===== config.mk =====
export PLATFORM = sky130hd
export DESIGN_NAME = stroke_stamp_arbiter
export DESIGN_NICKNAME = d
export VERILOG_FILES = /design/src/rtl/canvas_pkg.sv /design/src/rtl/stroke_stamp_arbiter_rr_arb2.sv /design/src/rtl/stroke_stamp_arbiter.sv
export SDC_FILE = /design/constraint.sdc
export NUM_CORES = 1
export LEC_CHECK = 0
export ABC_AREA = 1
export ABC_CLOCK_PERIOD_IN_PS = 7900
export CORE_ASPECT_RATIO = 1.75
export CORE_MARGIN = 2
export CORE_UTILIZATION = 31
export CTS_CLUSTER_DIAMETER = 60
export DETAILED_ROUTE_END_ITERATION = 8
export GPL_ROUTABILITY_DRIVEN = 0
export PLACE_DENSITY = 0.62
export SYNTH_ARGS = -nofsm -noshare
export SYNTH_HDL_FRONTEND = slang
export SYNTH_SLANG_ARGS = --single-unit

===== constraint.sdc =====
create_clock -name clk_in -period 7.9 [get_ports clk_in]
set_clock_uncertainty 0.2 [all_clocks]
set_input_delay 1.58 -clock clk_in [delete_from_list [all_inputs] [get_ports clk_in]]
set_output_delay 1.58 -clock clk_in [all_outputs]
set_load 0.05 [all_outputs]

===== src/rtl/canvas_pkg.sv =====
// Shared canvas geometry, request bundle and stamp FSM encoding for the
// brush-stamping path into the framebuffer.
package canvas_pkg;
    localparam int H_RES   = 640;
    localparam int V_RES   = 360;
    localparam int ADDR_W  = 18;
    localparam int COLOR_W = 4;
    localparam int BRUSH_W = 3;
    localparam int X_W     = 10;
    localparam int Y_W     = 9;

    typedef struct packed {
        logic [X_W-1:0]     x;
        logic [Y_W-1:0]     y;
        logic [COLOR_W-1:0] color;
        logic [BRUSH_W-1:0] width;
    } stamp_req_t;

    typedef enum logic {
        IDLE  = 1'b0,
        STAMP = 1'b1
    } stamp_state_t;
endpackage


===== src/rtl/stroke_stamp_arbiter_rr_arb2.sv =====
// Two-way round-robin grant: a lone requester wins outright, a tie goes to
// the requester that did not win last time.
module rr_arb2 (
    input  logic [1:0] valid,
    input  logic       rr_last,
    output logic [1:0] grant,
    output logic       winner
);
    always_comb begin
        grant  = 2'b00;
        winner = 1'b0;
        case (valid)
            2'b01: begin
                grant  = 2'b01;
                winner = 1'b0;
            end
            2'b10: begin
                grant  = 2'b10;
                winner = 1'b1;
            end
            2'b11: begin
                winner = ~rr_last;
                grant  = rr_last ? 2'b01 : 2'b10;
            end
            default: begin
                grant  = 2'b00;
                winner = 1'b0;
            end
        endcase
    end
endmodule


===== src/rtl/stroke_stamp_arbiter.sv =====
// Arbitrates two cursor sources onto the canvas write port and stamps a
// clipped square brush one pixel per cycle, honouring write backpressure.
module stroke_stamp_arbiter
    import canvas_pkg::*;
#(
    parameter int H_RES  = 640,
    parameter int V_RES  = 360,
    parameter int ADDR_W = 18
) (
    input  logic                   clk_in,
    input  logic                   rst_n_in,
    input  logic [1:0]             req_valid_in,
    output logic [1:0]             req_ready_out,
    input  logic [1:0][9:0]        req_x_in,
    input  logic [1:0][8:0]        req_y_in,
    input  logic [1:0][3:0]        req_color_in,
    input  logic [1:0][2:0]        req_width_in,
    output logic                   fb_we_out,
    output logic [ADDR_W-1:0]      fb_addr_out,
    output logic [3:0]             fb_data_out,
    input  logic                   fb_ready_in,
    output logic                   busy_out,
    output logic [1:0]             done_out
);
    stamp_state_t state, state_nxt;

    logic [1:0]        grant;
    logic              winner;
    logic              rr_last;
    logic              win_r;
    logic              hs;
    logic              last_px;

    stamp_req_t        sel;
    logic [9:0]        xc, x0, x1;
    logic [8:0]        yc, y0, y1;
    logic signed [10:0] x_lo, y_lo;
    logic [10:0]       x_hi, y_hi;
    logic [ADDR_W-1:0] base;

    logic [9:0]        cur_x, x0_r, x1_r;
    logic [8:0]        cur_y, y1_r;
    logic [ADDR_W-1:0] row_base;

    rr_arb2 u_arb (
        .valid   (req_valid_in),
        .rr_last (rr_last),
        .grant   (grant),
        .winner  (winner)
    );

    // Box for the winning request; only consumed in the accept cycle, so the
    // one multiply for the first row base lives here, off the per-pixel path.
    always_comb begin
        sel.x     = req_x_in[winner];
        sel.y     = req_y_in[winner];
        sel.color = req_color_in[winner];
        sel.width = req_width_in[winner];
        xc   = (sel.x > 10'(H_RES - 1)) ? 10'(H_RES - 1) : sel.x;
        yc   = (sel.y > 9'(V_RES - 1))  ? 9'(V_RES - 1)  : sel.y;
        x_lo = $signed({1'b0, xc}) - $signed({8'b0, sel.width});
        y_lo = $signed({2'b0, yc}) - $signed({8'b0, sel.width});
        x_hi = {1'b0, xc} + {8'b0, sel.width};
        y_hi = {2'b0, yc} + {8'b0, sel.width};
        x0   = (x_lo < 0) ? 10'd0 : x_lo[9:0];
        y0   = (y_lo < 0) ? 9'd0  : y_lo[8:0];
        x1   = (x_hi > 11'(H_RES - 1)) ? 10'(H_RES - 1) : x_hi[9:0];
        y1   = (y_hi > 11'(V_RES - 1)) ? 9'(V_RES - 1)  : y_hi[8:0];
        base = ADDR_W'(y0) * ADDR_W'(H_RES);
    end

    always_ff @(posedge clk_in or negedge rst_n_in) begin
        if (!rst_n_in) state <= IDLE;
        else           state <= state_nxt;
    end

    always_comb begin
        state_nxt     = state;
        req_ready_out = 2'b00;
        hs            = 1'b0;
        last_px       = 1'b0;
        case (state)
            IDLE: begin
                req_ready_out = grant;
                hs            = |grant;
                if (hs) state_nxt = STAMP;
            end
            STAMP: begin
                last_px = fb_ready_in && (cur_x == x1_r) && (cur_y == y1_r);
                if (last_px) state_nxt = IDLE;
            end
            default: state_nxt = IDLE;
        endcase
    end

    assign fb_we_out = (state == STAMP);
    assign busy_out  = (state == STAMP);

    always_ff @(posedge clk_in or negedge rst_n_in) begin
        if (!rst_n_in) begin
            rr_last     <= 1'b1;
            win_r       <= 1'b0;
            cur_x       <= '0;
            cur_y       <= '0;
            x0_r        <= '0;
            x1_r        <= '0;
            y1_r        <= '0;
            row_base    <= '0;
            fb_addr_out <= '0;
            fb_data_out <= '0;
            done_out    <= 2'b00;
        end else begin
            done_out <= 2'b00;
            if (hs) begin
                rr_last     <= winner;
                win_r       <= winner;
                cur_x       <= x0;
                cur_y       <= y0;
                x0_r        <= x0;
                x1_r        <= x1;
                y1_r        <= y1;
                row_base    <= base;
                fb_addr_out <= base + ADDR_W'(x0);
                fb_data_out <= sel.color;
            end else if (state == STAMP && fb_ready_in) begin
                if (cur_x != x1_r) begin
                    cur_x       <= cur_x + 10'd1;
                    fb_addr_out <= fb_addr_out + ADDR_W'(1);
                end else if (cur_y != y1_r) begin
                    cur_y       <= cur_y + 9'd1;
                    cur_x       <= x0_r;
                    row_base    <= row_base + ADDR_W'(H_RES);
                    fb_addr_out <= row_base + ADDR_W'(H_RES) + ADDR_W'(x0_r);
                end else begin
                    done_out <= win_r ? 2'b10 : 2'b01;
                end
            end
        end
    end
endmodule

==> results.ini <==
[critical_path]
r2r_start=rr_last
cp.arrival_ps=7130
cp_top_family=simple AND/OR/NAND/NOR gates
critPathRequiredTime_ps=7900
reg2reg_slack_ps=2220
cp_slowest_cell=clkdlybuf4s50_1
cp_common_cell=nor2_1
worst-setup-path-type=input pin to flip-flop
cp_num_buf_inv=4
r2r_cells=32
cp_max_fo=10
slowest_delay_ps=740
reg2reg_to=fb_addr_out[15]
end_kind=flip-flop
critPathLaunchType=input pin

[layout]
final_common_cell=nand2_1
final_cell_mix=nand2_1, nor2_1, inv_1
diodes=0
finalNonFillerCells=1355
nets=1151
drive_above_1_share_pct=7.365
syn2layout_area_growth_pct=21.19

[synth]
yosysWarningCount=0
syn-mean-instance-area_um2=7.124
syn_nets=1074
synth_cells=977
synth_area_leaders=dfrtp_1, nand2_1, nor2_1
ys_async_sr_fraction_pct=100.0
synth_largest_area_cell=dfrtp_1
synth_flop_cell=dfrtp_1
synth_seq_cells=86
synth_edf_count=0
synthDistinctLibCells=56
syn_area_um2=6960
yosysTopAreaCellShare_pct=30.56
seq_area_frac_synth_pct=30.94

[timing]
slew_viol_final=0
period_share_pct=90.22
rsz0062_at_grt=no
fin_crit_ps=7128
slew_headroom_pct=34.72
tns_ps=0
setup_violations=0
hold_violations=0
tightestPinTransition_ps=979.3
max_freq_mhz=140.3

[grt]
overflow=0
grt_pass1_vias=6572
antenna_found_initial=0
track_usage_pct=16.46
grt_max_degree=75
grt_pass1_wl_um=30980

[clock_network]
cts.sinks=86
cts_hold_buffers=0
clk_pin_slew_worst_paths_ps=70
numCtsBuffers=9
post_cts_resized=0
clock_latency_ps=350
ctsLongestPathBuffers=2
cts_tree=built
clock_tree.htree_level_count=3
root_buffer=clkbuf_16
cts_setup_buffers=0

[pwr]
ir_drop_mv=0.1049
leakagePower_uw=0.004072
powerDensity_nw_per_um2=214.0

[die]
ioPinCount=85
rows=72
dieArea_um2=23710
initial_core_util_pct=31.54
fp.dieW_um=117.3
die_h_um=202.2
core_area_um2=22070

[routing]
first_iter_violations=249
remaining_drc_errors=0
antenna_left=0
wl_per_cell_um=13.82
viasPerCell=4.744
wl_um=18720
dr.pass1.iters=4
dr_total_vias=6428

[min_path]
hold_depth=1
hp-start=win_r
min_path_type=flip-flop to flip-flop
hold_end=done_out[0]

[run]
maxCapViolations=0

[place]
dp.cells=1339
numPortBuffers=84
dpl.hpwl_um=14580

[run_status]
status=finished, final reports clean

==> worst max path at each step <==
stage / start / end / slack, ps / cells after the start
finish: req_valid_in[1] / fb_addr_out[15] / 770 / 33
global route: req_valid_in[1] / fb_addr_out[15] / 140 / 33
CTS: req_valid_in[1] / fb_addr_out[15] / 780 / 33
detailed placement: req_valid_in[1] / fb_addr_out[15] / 430 / 33
global placement: req_valid_in[1] / fb_addr_out[15] / 590 / 33
floorplan: req_valid_in[1] / fb_addr_out[17] / 1320 / 31
==> logic make-up (layout without fill, tap and decap cells) <==
family	count (synthesis)	count (layout)	share of synthesized area [%]
simple gates	431	431	27.45
compound gates	188	188	15.73
buf+inv	160	242	8.934
flops	86	86	30.94
xor+xnor	70	70	8.808
fa+ha+maj	40	40	7.838
mux	2	2	0.3056
==> cells in the mapped netlist (all sizes together), types with 2 or more instances <==
cell type	n
a31oi	5
o31ai	3
nand2	207
xor2	49
o21ai	74
clkbuf	18
nand4	10
nor4	3
o221ai	5
or2	8
nand3	43
buf	9
a22oi	12
fa	6
a21oi	65
o22ai	4
nand3b	6
ha	34
o21bai	3
nor2	135
dfrtp	85
o21a	2
o211ai	5
inv	133
a211oi	4
xnor2	21
nor3	17
==> state kept, by name, indices dropped and copies added (netlist names) <==
name         flops
y1_r             9
busy_out         1
win_r            1
x1_r            10
row_base        11
x0_r            10
cur_x           10
fb_addr_out     18
rr_last          1
cur_y            9
fb_data_out      4
done_out         2
==> where the power goes <==
part | switching [uW] | internal, uW | total [uW]
sequential | 56.5 | 488 | 545
combinational | 497 | 314 | 811
clock | 186 | 264 | 450
==> stage by stage <==
stage / cell area (um2) / worst slack [ps] / util [%] / hold slack (ps) / power [uW]
after floorplan: 6960 / 1324 / - / 201.2 / 1148
after global placement: 8125 / 589.1 / 36.81 / 221.0 / 1360
after detailed placement: 8125 / 425.0 / 36.81 / 222.1 / 1367
after CTS: 8436 / 781.8 / 38.22 / 231.0 / 1824
after global routing: 8436 / 135.0 / 38.22 / 258.8 / 1951
final: 8436 / 772.2 / 38.22 / 226.7 / 1805
==> routing by layer <==
layer	GRT usage [%]	part of all wire, %
met3	1.769	2.6
met4	7.563	3.6
met5	0	0
met2	30.71	53
met1	18.01	40
==> cell type report <==
cell class | count | area, um2
Multi-Input combinational cell | 731 | 4197
Inverter | 133 | 499.2
Tap cell | 296 | 370.4
Sequential cell | 86 | 2153
Fill cell | 2320 | 13640
Clock buffer | 12 | 256.5
Clock inverter | 4 | 53.80
Timing Repair Buffer | 93 | 905.9
Power figures use the tool's default switching activity.
